[config.mk]
export PLATFORM = sky130hd
export DESIGN_NAME = alu_op_issuer
export DESIGN_NICKNAME = d
export VERILOG_FILES = /design/src/rtl/alu_op_issuer_pkg.sv /design/src/rtl/alu_op_issuer_funct_decode.sv /design/src/rtl/alu_op_issuer.sv
export SDC_FILE = /design/constraint.sdc
export NUM_CORES = 1
export LEC_CHECK = 0
export CAP_MARGIN = 30
export CORE_MARGIN = 10
export CORE_UTILIZATION = 50
export DETAILED_ROUTE_END_ITERATION = 10
export GPL_ROUTABILITY_DRIVEN = 0
export GPL_TIMING_DRIVEN = 0
export HOLD_SLACK_MARGIN = 0.06
export PLACE_DENSITY = 0.8
export SYNTH_ARGS = -nofsm -noshare
export SYNTH_HDL_FRONTEND = slang
export SYNTH_SLANG_ARGS = --single-unit
[constraint.sdc]
create_clock -name clk -period 4.1 [get_ports clk]
set_input_delay 1.025 -clock clk [delete_from_list [all_inputs] [get_ports clk]]
set_output_delay 1.025 -clock clk [all_outputs]
set_load 0.02 [all_outputs]
[src/rtl/alu_op_issuer_pkg.sv]
// Shared encodings for the ALU front-end issuer: ALU op selects, MIPS funct
// codes, FSM states and the decoded-operation record.
package alu_op_issuer_pkg;

    // ALU op-select encodings understood by the slice chain
    localparam logic [2:0] ALU_ADD = 3'b000;
    localparam logic [2:0] ALU_SUB = 3'b001;
    localparam logic [2:0] ALU_XOR = 3'b010;

    // MIPS R-type funct codes handled by the issuer
    localparam logic [5:0] FUNCT_ADD = 6'h20;
    localparam logic [5:0] FUNCT_SUB = 6'h22;
    localparam logic [5:0] FUNCT_XOR = 6'h26;
    localparam logic [5:0] FUNCT_SLT = 6'h2A;
    localparam logic [5:0] FUNCT_MUL = 6'h18;

    // Issuer sequencing states
    typedef enum logic [1:0] {
        ST_IDLE = 2'd0,
        ST_EXEC = 2'd1,
        ST_DONE = 2'd2
    } state_e;

    // How a funct code maps onto the ALU: SLT rides on SUB, MUL on ADD
    typedef struct packed {
        logic [2:0] cntrl;
        logic       cin;
        logic       is_mul;
        logic       is_slt;
        logic       err;
    } decode_t;

endpackage

[src/rtl/alu_op_issuer_funct_decode.sv]
// Combinational funct decoder: turns a MIPS funct code into the ALU op
// select, carry-in and the MUL/SLT/unsupported flags used by the issuer.
module alu_op_issuer_funct_decode
    import alu_op_issuer_pkg::*;
(
    input  logic [5:0] funct,
    output decode_t    dec
);

    // Map funct onto ALU controls; anything unrecognised is flagged as an error
    always_comb begin
        dec.cntrl  = ALU_ADD;
        dec.cin    = 1'b0;
        dec.is_mul = 1'b0;
        dec.is_slt = 1'b0;
        dec.err    = 1'b0;
        case (funct)
            FUNCT_ADD: dec.cntrl = ALU_ADD;
            FUNCT_SUB: begin
                dec.cntrl = ALU_SUB;
                dec.cin   = 1'b1;
            end
            FUNCT_XOR: dec.cntrl = ALU_XOR;
            FUNCT_SLT: begin
                dec.cntrl  = ALU_SUB;
                dec.cin    = 1'b1;
                dec.is_slt = 1'b1;
            end
            FUNCT_MUL: dec.is_mul = 1'b1;
            default:   dec.err = 1'b1;
        endcase
    end

endmodule

[src/rtl/alu_op_issuer.sv]
// ALU operation issuer: accepts a funct/operand request, sequences the
// external combinational ALU (single pass for ADD/SUB/XOR/SLT, W shift-add
// passes for MUL) and holds the result until the consumer takes it.
module alu_op_issuer
    import alu_op_issuer_pkg::*;
#(
    parameter int W = 32
) (
    input  logic         clk,
    input  logic         rst_n,
    input  logic         req_valid,
    output logic         req_ready,
    input  logic [5:0]   req_funct,
    input  logic [W-1:0] req_a,
    input  logic [W-1:0] req_b,
    output logic [W-1:0] alu_a,
    output logic [W-1:0] alu_b,
    output logic         alu_cin,
    output logic [2:0]   alu_cntrl,
    input  logic [W-1:0] alu_result,
    input  logic         alu_cout,
    output logic         rsp_valid,
    input  logic         rsp_ready,
    output logic [W-1:0] rsp_data,
    output logic         rsp_cout,
    output logic         rsp_ovf,
    output logic         rsp_err
);

    localparam int              CW        = $clog2(W) + 1;
    localparam logic [CW-1:0]   LAST_STEP = CW'(W);

    decode_t dec;

    state_e        state_q,     state_d;
    logic          req_ready_q, req_ready_d;
    logic [CW-1:0] step_q,      step_d;
    logic [W-1:0]  opa_q,       opa_d;
    logic [W-1:0]  opb_q,       opb_d;
    logic [2:0]    op_cntrl_q,  op_cntrl_d;
    logic          op_cin_q,    op_cin_d;
    logic          op_mul_q,    op_mul_d;
    logic          op_slt_q,    op_slt_d;
    logic [W-1:0]  alu_a_q,     alu_a_d;
    logic [W-1:0]  alu_b_q,     alu_b_d;
    logic          alu_cin_q,   alu_cin_d;
    logic [2:0]    alu_cntrl_q, alu_cntrl_d;
    logic          rsp_valid_q, rsp_valid_d;
    logic [W-1:0]  rsp_data_q,  rsp_data_d;
    logic          rsp_cout_q,  rsp_cout_d;
    logic          rsp_ovf_q,   rsp_ovf_d;
    logic          rsp_err_q,   rsp_err_d;

    logic [W-1:0]  b_eff;
    logic          ovf;
    logic          lt;
    logic [W-1:0]  mcand_next;
    logic [W-1:0]  mplier_next;

    alu_op_issuer_funct_decode u_decode (
        .funct (req_funct),
        .dec   (dec)
    );

    // Signed overflow of the pass currently on the ALU; the ALU inverts B itself for SUB
    assign b_eff = (alu_cntrl_q == ALU_SUB) ? ~alu_b_q : alu_b_q;
    assign ovf   = (alu_a_q[W-1] == b_eff[W-1]) && (alu_result[W-1] != alu_a_q[W-1]);
    assign lt    = alu_result[W-1] ^ ovf;

    // Multiplicand/multiplier after one shift-add step (opa holds mcand, opb holds mplier)
    assign mcand_next  = opa_q << 1;
    assign mplier_next = opb_q >> 1;

    // Next-state and next-output logic; ALU drive and responses hold unless updated
    always_comb begin
        state_d     = state_q;
        step_d      = step_q;
        opa_d       = opa_q;
        opb_d       = opb_q;
        op_cntrl_d  = op_cntrl_q;
        op_cin_d    = op_cin_q;
        op_mul_d    = op_mul_q;
        op_slt_d    = op_slt_q;
        alu_a_d     = alu_a_q;
        alu_b_d     = alu_b_q;
        alu_cin_d   = alu_cin_q;
        alu_cntrl_d = alu_cntrl_q;
        rsp_valid_d = rsp_valid_q;
        rsp_data_d  = rsp_data_q;
        rsp_cout_d  = rsp_cout_q;
        rsp_ovf_d   = rsp_ovf_q;
        rsp_err_d   = rsp_err_q;

        case (state_q)
            ST_IDLE: begin
                if (req_valid && req_ready_q) begin
                    opa_d      = req_a;
                    opb_d      = req_b;
                    op_cntrl_d = dec.cntrl;
                    op_cin_d   = dec.cin;
                    op_mul_d   = dec.is_mul;
                    op_slt_d   = dec.is_slt;
                    step_d     = '0;
                    if (dec.err) begin
                        state_d     = ST_DONE;
                        rsp_valid_d = 1'b1;
                        rsp_err_d   = 1'b1;
                        rsp_data_d  = '0;
                        rsp_cout_d  = 1'b0;
                        rsp_ovf_d   = 1'b0;
                    end else begin
                        state_d = ST_EXEC;
                    end
                end
            end

            ST_EXEC: begin
                if (step_q == '0) begin
                    // First pass: put the operation (or MUL step 0 with acc=0) on the ALU
                    alu_cntrl_d = op_cntrl_q;
                    alu_cin_d   = op_cin_q;
                    if (op_mul_q) begin
                        alu_a_d = '0;
                        alu_b_d = opb_q[0] ? opa_q : '0;
                    end else begin
                        alu_a_d = opa_q;
                        alu_b_d = opb_q;
                    end
                    step_d = step_q + CW'(1);
                end else if (op_mul_q) begin
                    // Capture the partial sum, shift, and issue the next step
                    opa_d = mcand_next;
                    opb_d = mplier_next;
                    if (step_q == LAST_STEP) begin
                        state_d     = ST_DONE;
                        rsp_valid_d = 1'b1;
                        rsp_data_d  = alu_result;
                        rsp_cout_d  = 1'b0;
                        rsp_ovf_d   = 1'b0;
                        rsp_err_d   = 1'b0;
                    end else begin
                        alu_a_d = alu_result;
                        alu_b_d = mplier_next[0] ? mcand_next : '0;
                        step_d  = step_q + CW'(1);
                    end
                end else begin
                    state_d     = ST_DONE;
                    rsp_valid_d = 1'b1;
                    rsp_err_d   = 1'b0;
                    if (op_slt_q) begin
                        rsp_data_d = {{(W-1){1'b0}}, lt};
                        rsp_cout_d = 1'b0;
                        rsp_ovf_d  = 1'b0;
                    end else if (alu_cntrl_q == ALU_XOR) begin
                        rsp_data_d = alu_result;
                        rsp_cout_d = 1'b0;
                        rsp_ovf_d  = 1'b0;
                    end else begin
                        rsp_data_d = alu_result;
                        rsp_cout_d = alu_cout;
                        rsp_ovf_d  = ovf;
                    end
                end
            end

            ST_DONE: begin
                if (rsp_valid_q && rsp_ready) begin
                    state_d     = ST_IDLE;
                    rsp_valid_d = 1'b0;
                    rsp_err_d   = 1'b0;
                    rsp_ovf_d   = 1'b0;
                    rsp_cout_d  = 1'b0;
                end
            end

            default: state_d = ST_IDLE;
        endcase

        req_ready_d = (state_d == ST_IDLE);
    end

    // All state and registered outputs; reset aborts any operation in flight
    always_ff @(posedge clk or negedge rst_n) begin
        if (!rst_n) begin
            state_q     <= ST_IDLE;
            req_ready_q <= 1'b0;
            step_q      <= '0;
            opa_q       <= '0;
            opb_q       <= '0;
            op_cntrl_q  <= ALU_ADD;
            op_cin_q    <= 1'b0;
            op_mul_q    <= 1'b0;
            op_slt_q    <= 1'b0;
            alu_a_q     <= '0;
            alu_b_q     <= '0;
            alu_cin_q   <= 1'b0;
            alu_cntrl_q <= ALU_ADD;
            rsp_valid_q <= 1'b0;
            rsp_data_q  <= '0;
            rsp_cout_q  <= 1'b0;
            rsp_ovf_q   <= 1'b0;
            rsp_err_q   <= 1'b0;
        end else begin
            state_q     <= state_d;
            req_ready_q <= req_ready_d;
            step_q      <= step_d;
            opa_q       <= opa_d;
            opb_q       <= opb_d;
            op_cntrl_q  <= op_cntrl_d;
            op_cin_q    <= op_cin_d;
            op_mul_q    <= op_mul_d;
            op_slt_q    <= op_slt_d;
            alu_a_q     <= alu_a_d;
            alu_b_q     <= alu_b_d;
            alu_cin_q   <= alu_cin_d;
            alu_cntrl_q <= alu_cntrl_d;
            rsp_valid_q <= rsp_valid_d;
            rsp_data_q  <= rsp_data_d;
            rsp_cout_q  <= rsp_cout_d;
            rsp_ovf_q   <= rsp_ovf_d;
            rsp_err_q   <= rsp_err_d;
        end
    end

    assign req_ready = req_ready_q;
    assign alu_a     = alu_a_q;
    assign alu_b     = alu_b_q;
    assign alu_cin   = alu_cin_q;
    assign alu_cntrl = alu_cntrl_q;
    assign rsp_valid = rsp_valid_q;
    assign rsp_data  = rsp_data_q;
    assign rsp_cout  = rsp_cout_q;
    assign rsp_ovf   = rsp_ovf_q;
    assign rsp_err   = rsp_err_q;

endmodule

=== Yosys cells after proc, flatten, opt, wreduce, memory -nomap -nowiden ===
Index checks and enable logic that the tools add are counted.

* Add/sub/neg operators: 1
* Equality and inequality tests: 21
* Muxes and demuxes: 65
* Bitwise logic cells: 2
* Reduce and logical (&&, ||, !) cells: 18

{| class="wikitable"
|+ Operators by type and width
! cell !! count
|-
| two-way mux 32 bit || 23
|-
| case mux 32 bit (2 select lines) || 3
|-
| NOT 32 bit || 1
|-
| equality test 6 bit (second input constant) || 5
|-
| two-way mux 6 bit || 4
|-
| two-way mux 1 bit || 22
|-
| two-way mux 2 bit || 6
|-
| inequality test 2 bit (second input constant) || 6
|-
| case mux 1 bit (3 select lines) || 4
|-
| case mux 6 bit (2 select lines) || 1
|-
| inequality test 3 bit (second input constant) || 3
|-
| AND reduction 4 bit || 2
|-
| adder 6 x 1 -> 6 bit (second input constant) || 1
|-
| equality test 6 x 5 -> 1 bit (second input constant) || 1
|-
| logical NOT 6 bit || 1
|-
| case mux 2 bit (3 select lines) || 1
|-
| AND reduction 6 bit || 1
|-
| AND reduction 5 bit || 1
|-
| OR reduction 5 bit || 1
|-
| logical NOT 2 bit || 2
|-
| case mux 2 bit (2 select lines) || 1
|-
| AND reduction 2 bit || 2
|-
| nonzero test 2 bit || 2
|-
| equality test 3 x 1 -> 1 bit (second input constant) || 1
|-
| 10 further kinds || 12
|}

* Register bits after elaboration: 183
* Input port bits: 107
* Output and inout bits: 105
* Logic and storage cells: 125

=== Depth between registers and ports, before layout ===
* Word-level depth: 9
* Depth in mapped cells: 11
* Mapped depth without buffers: 7

=== Cells and area by module ===
A second synthesis with hierarchy kept.

* Cells, all modules: 834
* Area total of the unflattened synthesis: 9297.7 sq um

{| class="wikitable"
|+ Modules (own cells, without submodules)
! module !! instances !! cells each !! area each (sq um) !! seq. area each (sq um)
|-
| alu_op_issuer || 1 || 819 || 9186.3 || 4579.4
|-
| alu_op_issuer_funct_decode || 1 || 15 || 111.4 || 0.0
|}

=== Least setup slack after synthesis ===
OpenSTA, ideal clock, no wires.

* Path type: input -> register
* Start: input req_valid
* End: register rsp_ovf_q, in the netlist rsp_ovf
* Library setup time: 0.125 ns
* Data arrival time: 2.218 ns
* Required time: 3.975 ns
* Path slack: 1.756 ns
* Stages on the path: 6
* Path buffers: 1
* Path through: a21boi_0 -> a21oi_1 -> o21ai_2 -> or3_1 -> buf_2 -> mux2_4

* Longest elaborated chain between the ends: 3

{| class="wikitable"
|+ RTL lines
! item !! line !! RTL
|-
| start, declared || alu_op_issuer.sv:11 || <nowiki>input logic req_valid,</nowiki>
|-
| logical AND 1 bit || alu_op_issuer.sv:96 || <nowiki>if (req_valid && req_ready_q) begin</nowiki>
|-
| inequality test 2 bit (no source line) || n/a ||
|-
| AND reduction 6 bit (no source line) || n/a ||
|-
| end signal, assigned || alu_op_issuer.sv:220 || <nowiki>rsp_ovf_q <= rsp_ovf_d;</nowiki>
|-
| end, declared || alu_op_issuer.sv:51 || <nowiki>logic rsp_ovf_q, rsp_ovf_d;</nowiki>
|}

No other way between the ends.
A chain may end at the register's enable or synchronous reset.

=== Final worst setup path ===
* Start: input req_funct[3]
* End: register rsp_data_q[15], in the netlist rsp_data[15]

* Longest elaborated chain between the ends: 4
* Elaborated cells between the ends (all ways): 8
* Classes of those cells: 6 x eq/ne; 2 x reduce/logical

{| class="wikitable"
|+ RTL lines
! item !! line !! RTL
|-
| start, declared || alu_op_issuer.sv:13 || <nowiki>input logic [5:0] req_funct,</nowiki>
|-
| equality test 6 bit / equality test 6 x 5 -> 1 bit (equally long branches) || alu_op_issuer_funct_decode.sv:17 || <nowiki>case (funct)</nowiki>
|-
| OR reduction 5 bit (no source line) (*) || n/a ||
|-
| inequality test 2 bit (no source line) (*) || n/a ||
|-
| AND reduction 5 bit (no source line) (*) || n/a ||
|-
| end signal, assigned || alu_op_issuer.sv:218 || <nowiki>rsp_data_q <= rsp_data_d;</nowiki>
|-
| end, declared || alu_op_issuer.sv:49 || <nowiki>logic [W-1:0] rsp_data_q, rsp_data_d;</nowiki>
|}

Mark *: on every way between the ends. The rest lies on a longest branch, timed or not.

==> results.json <==
{
  "run_status": "finished, final reports clean",
  "core-area_mm2": 0.0175,
  "synth_xor_area_share_pct": 0.389,
  "grt_remaining_overflow": 0,
  "crit_fanout": 10,
  "gr-usage-met3_pct": 5.36,
  "synthArstFlopShare_pct": 100,
  "synth-compound-area-share_pct": 15.7,
  "combPwrFrac_pct": 43.1,
  "pin_count": 212,
  "power_density_mw_per_mm2": 731,
  "hold_viol": 0,
  "critPathCaptureType": "flip-flop",
  "wl_per_cell_um": 19.7,
  "grt_usage_pct": 23.5,
  "layout-area-overhead-vs-synth_pct": 34.3,
  "crit_type": "in2reg",
  "crit_chain": "clkdlybuf4s50_1, a21boi_0, o21ai_0, a31oi_1, a211oi_2, buf_4, mux2i_1",
  "cts.sink_count": 181,
  "met1_usage_pct": 31.5,
  "diodes": 0,
  "placementRows": 48,
  "layout.nets": 1328,
  "insertion_delay_ns": 0.44,
  "tns_ns": 0,
  "synth_top_area_share_pct": 50.3,
  "cp-start-kind": "primary input",
  "yosysUniqueCellTypes": 46,
  "wirelength_um": 28500,
  "vias": 8228,
  "cts_root_buffer": "clkbuf_16",
  "finalCritPeriodShare_pct": 75.0,
  "drv_slew": 0,
  "rsz0062_at_grt": "false",
  "muxShareOfSynthArea_pct": 11.7,
  "maxCapViolations": 0,
  "rr_worst_depth": 9,
  "postSynthCellCount": 985,
  "synth.area.top_cells": "dfrtp_1 50%, mux2i_1 11%, nand2_1 8.4%, o21ai_0 7.6%, a21oi_1 3.8%",
  "die_width_um": 154,
  "cell_internal_pwr_w": 0.00526,
  "die_area_mm2": 0.0238,
  "fin_crit_ns": 3.07,
  "grt_pass1_vias": 8054,
  "synth_ff_type": "dfrtp_1",
  "tightest_slew_ns": 0.801,
  "drc": 0,
  "synth_top_family_by_area": "compound AO/OA/AOI/OAI gates",
  "slowest_stage": "clkdlybuf4s50_1",
  "synth_adder_area_share_pct": 0.945,
  "hold_buffers": 0,
  "syn_nets": 1098,
  "grt_antenna_before_repair": 0,
  "hold_depth": 1,
  "netlist_area_mm2": 0.00900,
  "yosys.area_share.simple_pct": 15.1,
  "power_switching_share_pct": 40.4,
  "cts.clk_slew.worst_paths_ns": 0.07,
  "timing.hold.ws_ns": 0.476,
  "ir_worst_vdd_mv": 0.383,
  "synth_area_leader_cell": "dfrtp_1",
  "post-cts-setup-buffers": 0,
  "drtAntennaViolNets": 0,
  "grtUsageMet2_pct": 36.9,
  "cp.depth": 7,
  "grt_start_max_net_pins": 124,
  "synth-edff-count": 0,
  "start_util_pct": 51.5,
  "via_per_inst": 5.67,
  "critPathMaxStageDelay_ns": 0.57,
  "cpLargestDelayFamily": "compound AO/OA/AOI/OAI gates",
  "arrival_ns": 3.42,
  "cts_made_buffers": 17,
  "cts_tree": "built",
  "setup_viol": 0,
  "clock.fmax_mhz": 325,
  "io_buffers": 210,
  "ctsResizeCount": 0,
  "total_power_w": 0.00883,
  "path_buf_inv": 2,
  "clockBufferDepth": 2,
  "h-tree-depth": 4,
  "grt_first_pass_wirelength_um": 45300,
  "p_seq_share_pct": 35.6,
  "seq_area_frac_synth_pct": 50.3,
  "relSlewSlack_pct": 46.6,
  "skew_ns": 0.00801,
  "switchingPower_w": 0.00357,
  "syn_area_per_cell_um2": 9.14,
  "drive_above_1_share_pct": 5.22,
  "hp-class": "reg2reg",
  "p_leak_nw": 5.09,
  "ys_warn_count": 0,
  "pwr-share-clk_pct": 21.2,
  "die_y_um": 154,
  "top_usage_layer": "met2",
  "hpwl_um": 21700,
  "synth-seq-cells": 181,
  "drtIter0Drc": 882,
  "first_pass_iters": 5,
  "worstPathRequired_ns": 4.45
}
state kept, by name, indices dropped and copies added, names as in the netlist:
name,count
alu_a,32
alu_b,32
opa_q,32
opb_q,32
rsp_data,32
step_q,6
alu_cntrl,2
op_cntrl_q,2
state_q,2
alu_cin,1
op_cin_q,1
op_mul_q,1
op_slt_q,1
req_ready,1
rsp_cout,1
rsp_err,1
rsp_ovf,1
rsp_valid,1
final timing paths:
check	slack [ns]	endpoint	startpoint
min reg2reg	0.48	op_cin_q$_DFFE_PN0P_	op_cin_q$_DFFE_PN0P_
max	1.03	rsp_data[15]$_DFFE_PN0P_	req_funct[3]
max in group asynchronous	2.64	rsp_data[19]$_DFFE_PN0P_	rst_n
min	0.48	op_cin_q$_DFFE_PN0P_	op_cin_q$_DFFE_PN0P_
max reg2reg	1.26	rsp_data[24]$_DFFE_PN0P_	state_q[1]$_DFF_PN0_
min in group asynchronous	0.51	rsp_valid$_DFFE_PN0P_	rst_n
power groups by stage:
stage / logic, W / registers (W) / clock network [W]
detailed placement: 0.00378 / 0.00315 / 0
CTS: 0.00381 / 0.00312 / 0.00189
finish: 0.00381 / 0.00315 / 0.00187
global route: 0.00417 / 0.00322 / 0.00197
floorplan: 0.00184 / 0.00338 / 0
global placement: 0.00369 / 0.00312 / 0
logic make-up (layout without fill, tap and decap cells):
| family | count (synthesis) | after routing |
|---|---|---|
| buffers and inverters | 123 | 365 |
| flip-flops | 181 | 181 |
| AND/OR/NAND/NOR | 305 | 305 |
| multiplexers | 104 | 104 |
| AO/OA/AOI/OAI | 260 | 260 |
| other | 1 | 1 |
| XOR/XNOR | 4 | 4 |
| adder cells (fa/ha/maj) | 7 | 7 |
per-layer routing:
layer,vias up,wire (um)
met3,42,2180
met4,0,676
met5,-,0
li1,3850,-
met1,3996,12200
met2,340,13500
per-stage QoR:
step                      worst slack, ns  cell area (um^2)  util [%]  std cells
after detailed placement            0.619             11400      65.3       1421
after floorplan                      1.76              9000         -        985
after global placement              -5.49             11400      65.1       1420
after CTS                            1.07             12100      69.2       1452
final                                1.03             12100      69.2       1452
after global routing                0.894             12100      69.2       1452
cell type report:
type                       count  area, um^2
buffer                        81         364
clock buffer                  18         429
clock inverter                13         244
fill                        1356        5390
inverter                      42         158
multi-input combinational    681        3950
sequential                   181        4530
tap                          225         282
timing repair buffer         211        2130
cells in the mapped netlist (2+ instances only):
cell type  instances
a211oi_1           4
dfrtp_1          181
nand3b_1           2
a21o_1             5
nand2_1          201
a21oi_1           68
a22o_1             3
mux2_4             2
inv_1             42
a21boi_0           2
mux2_2             3
nor2b_1            3
xnor2_1            4
ha_1               6
nor2_1            13
buf_4             10
clkbuf_1          57
nor3_1             2
a31oi_1           33
o31ai_1            3
mux2i_1           99
buf_2             11
and3_1            34
o21ai_0          137
nand3_1           35
nand2b_1           5
layout by cell type, fill, tap and decap left out, types with 4 or more instances in the layout:
| cell | netlist | layout |
|---|---|---|
| bufinv_16 | 0 | 6 |
| clkbuf_1 | 57 | 58 |
| and3_1 | 34 | 34 |
| a21o_1 | 5 | 5 |
| dfrtp_1 | 181 | 181 |
| inv_1 | 42 | 42 |
| a211oi_1 | 4 | 4 |
| ha_1 | 6 | 6 |
| mux2i_1 | 99 | 99 |
| clkbuf_16 | 0 | 17 |
| buf_4 | 10 | 10 |
| nand3_1 | 35 | 35 |
| nand2b_1 | 5 | 5 |
| nand2_1 | 201 | 201 |
| o21ai_0 | 137 | 137 |
| a31oi_1 | 33 | 33 |
| clkdlybuf4s50_1 | 0 | 209 |
| nor2_1 | 13 | 13 |
| a21oi_1 | 68 | 68 |
| xnor2_1 | 4 | 4 |
| buf_2 | 11 | 11 |
Power figures use the tool's default switching activity.
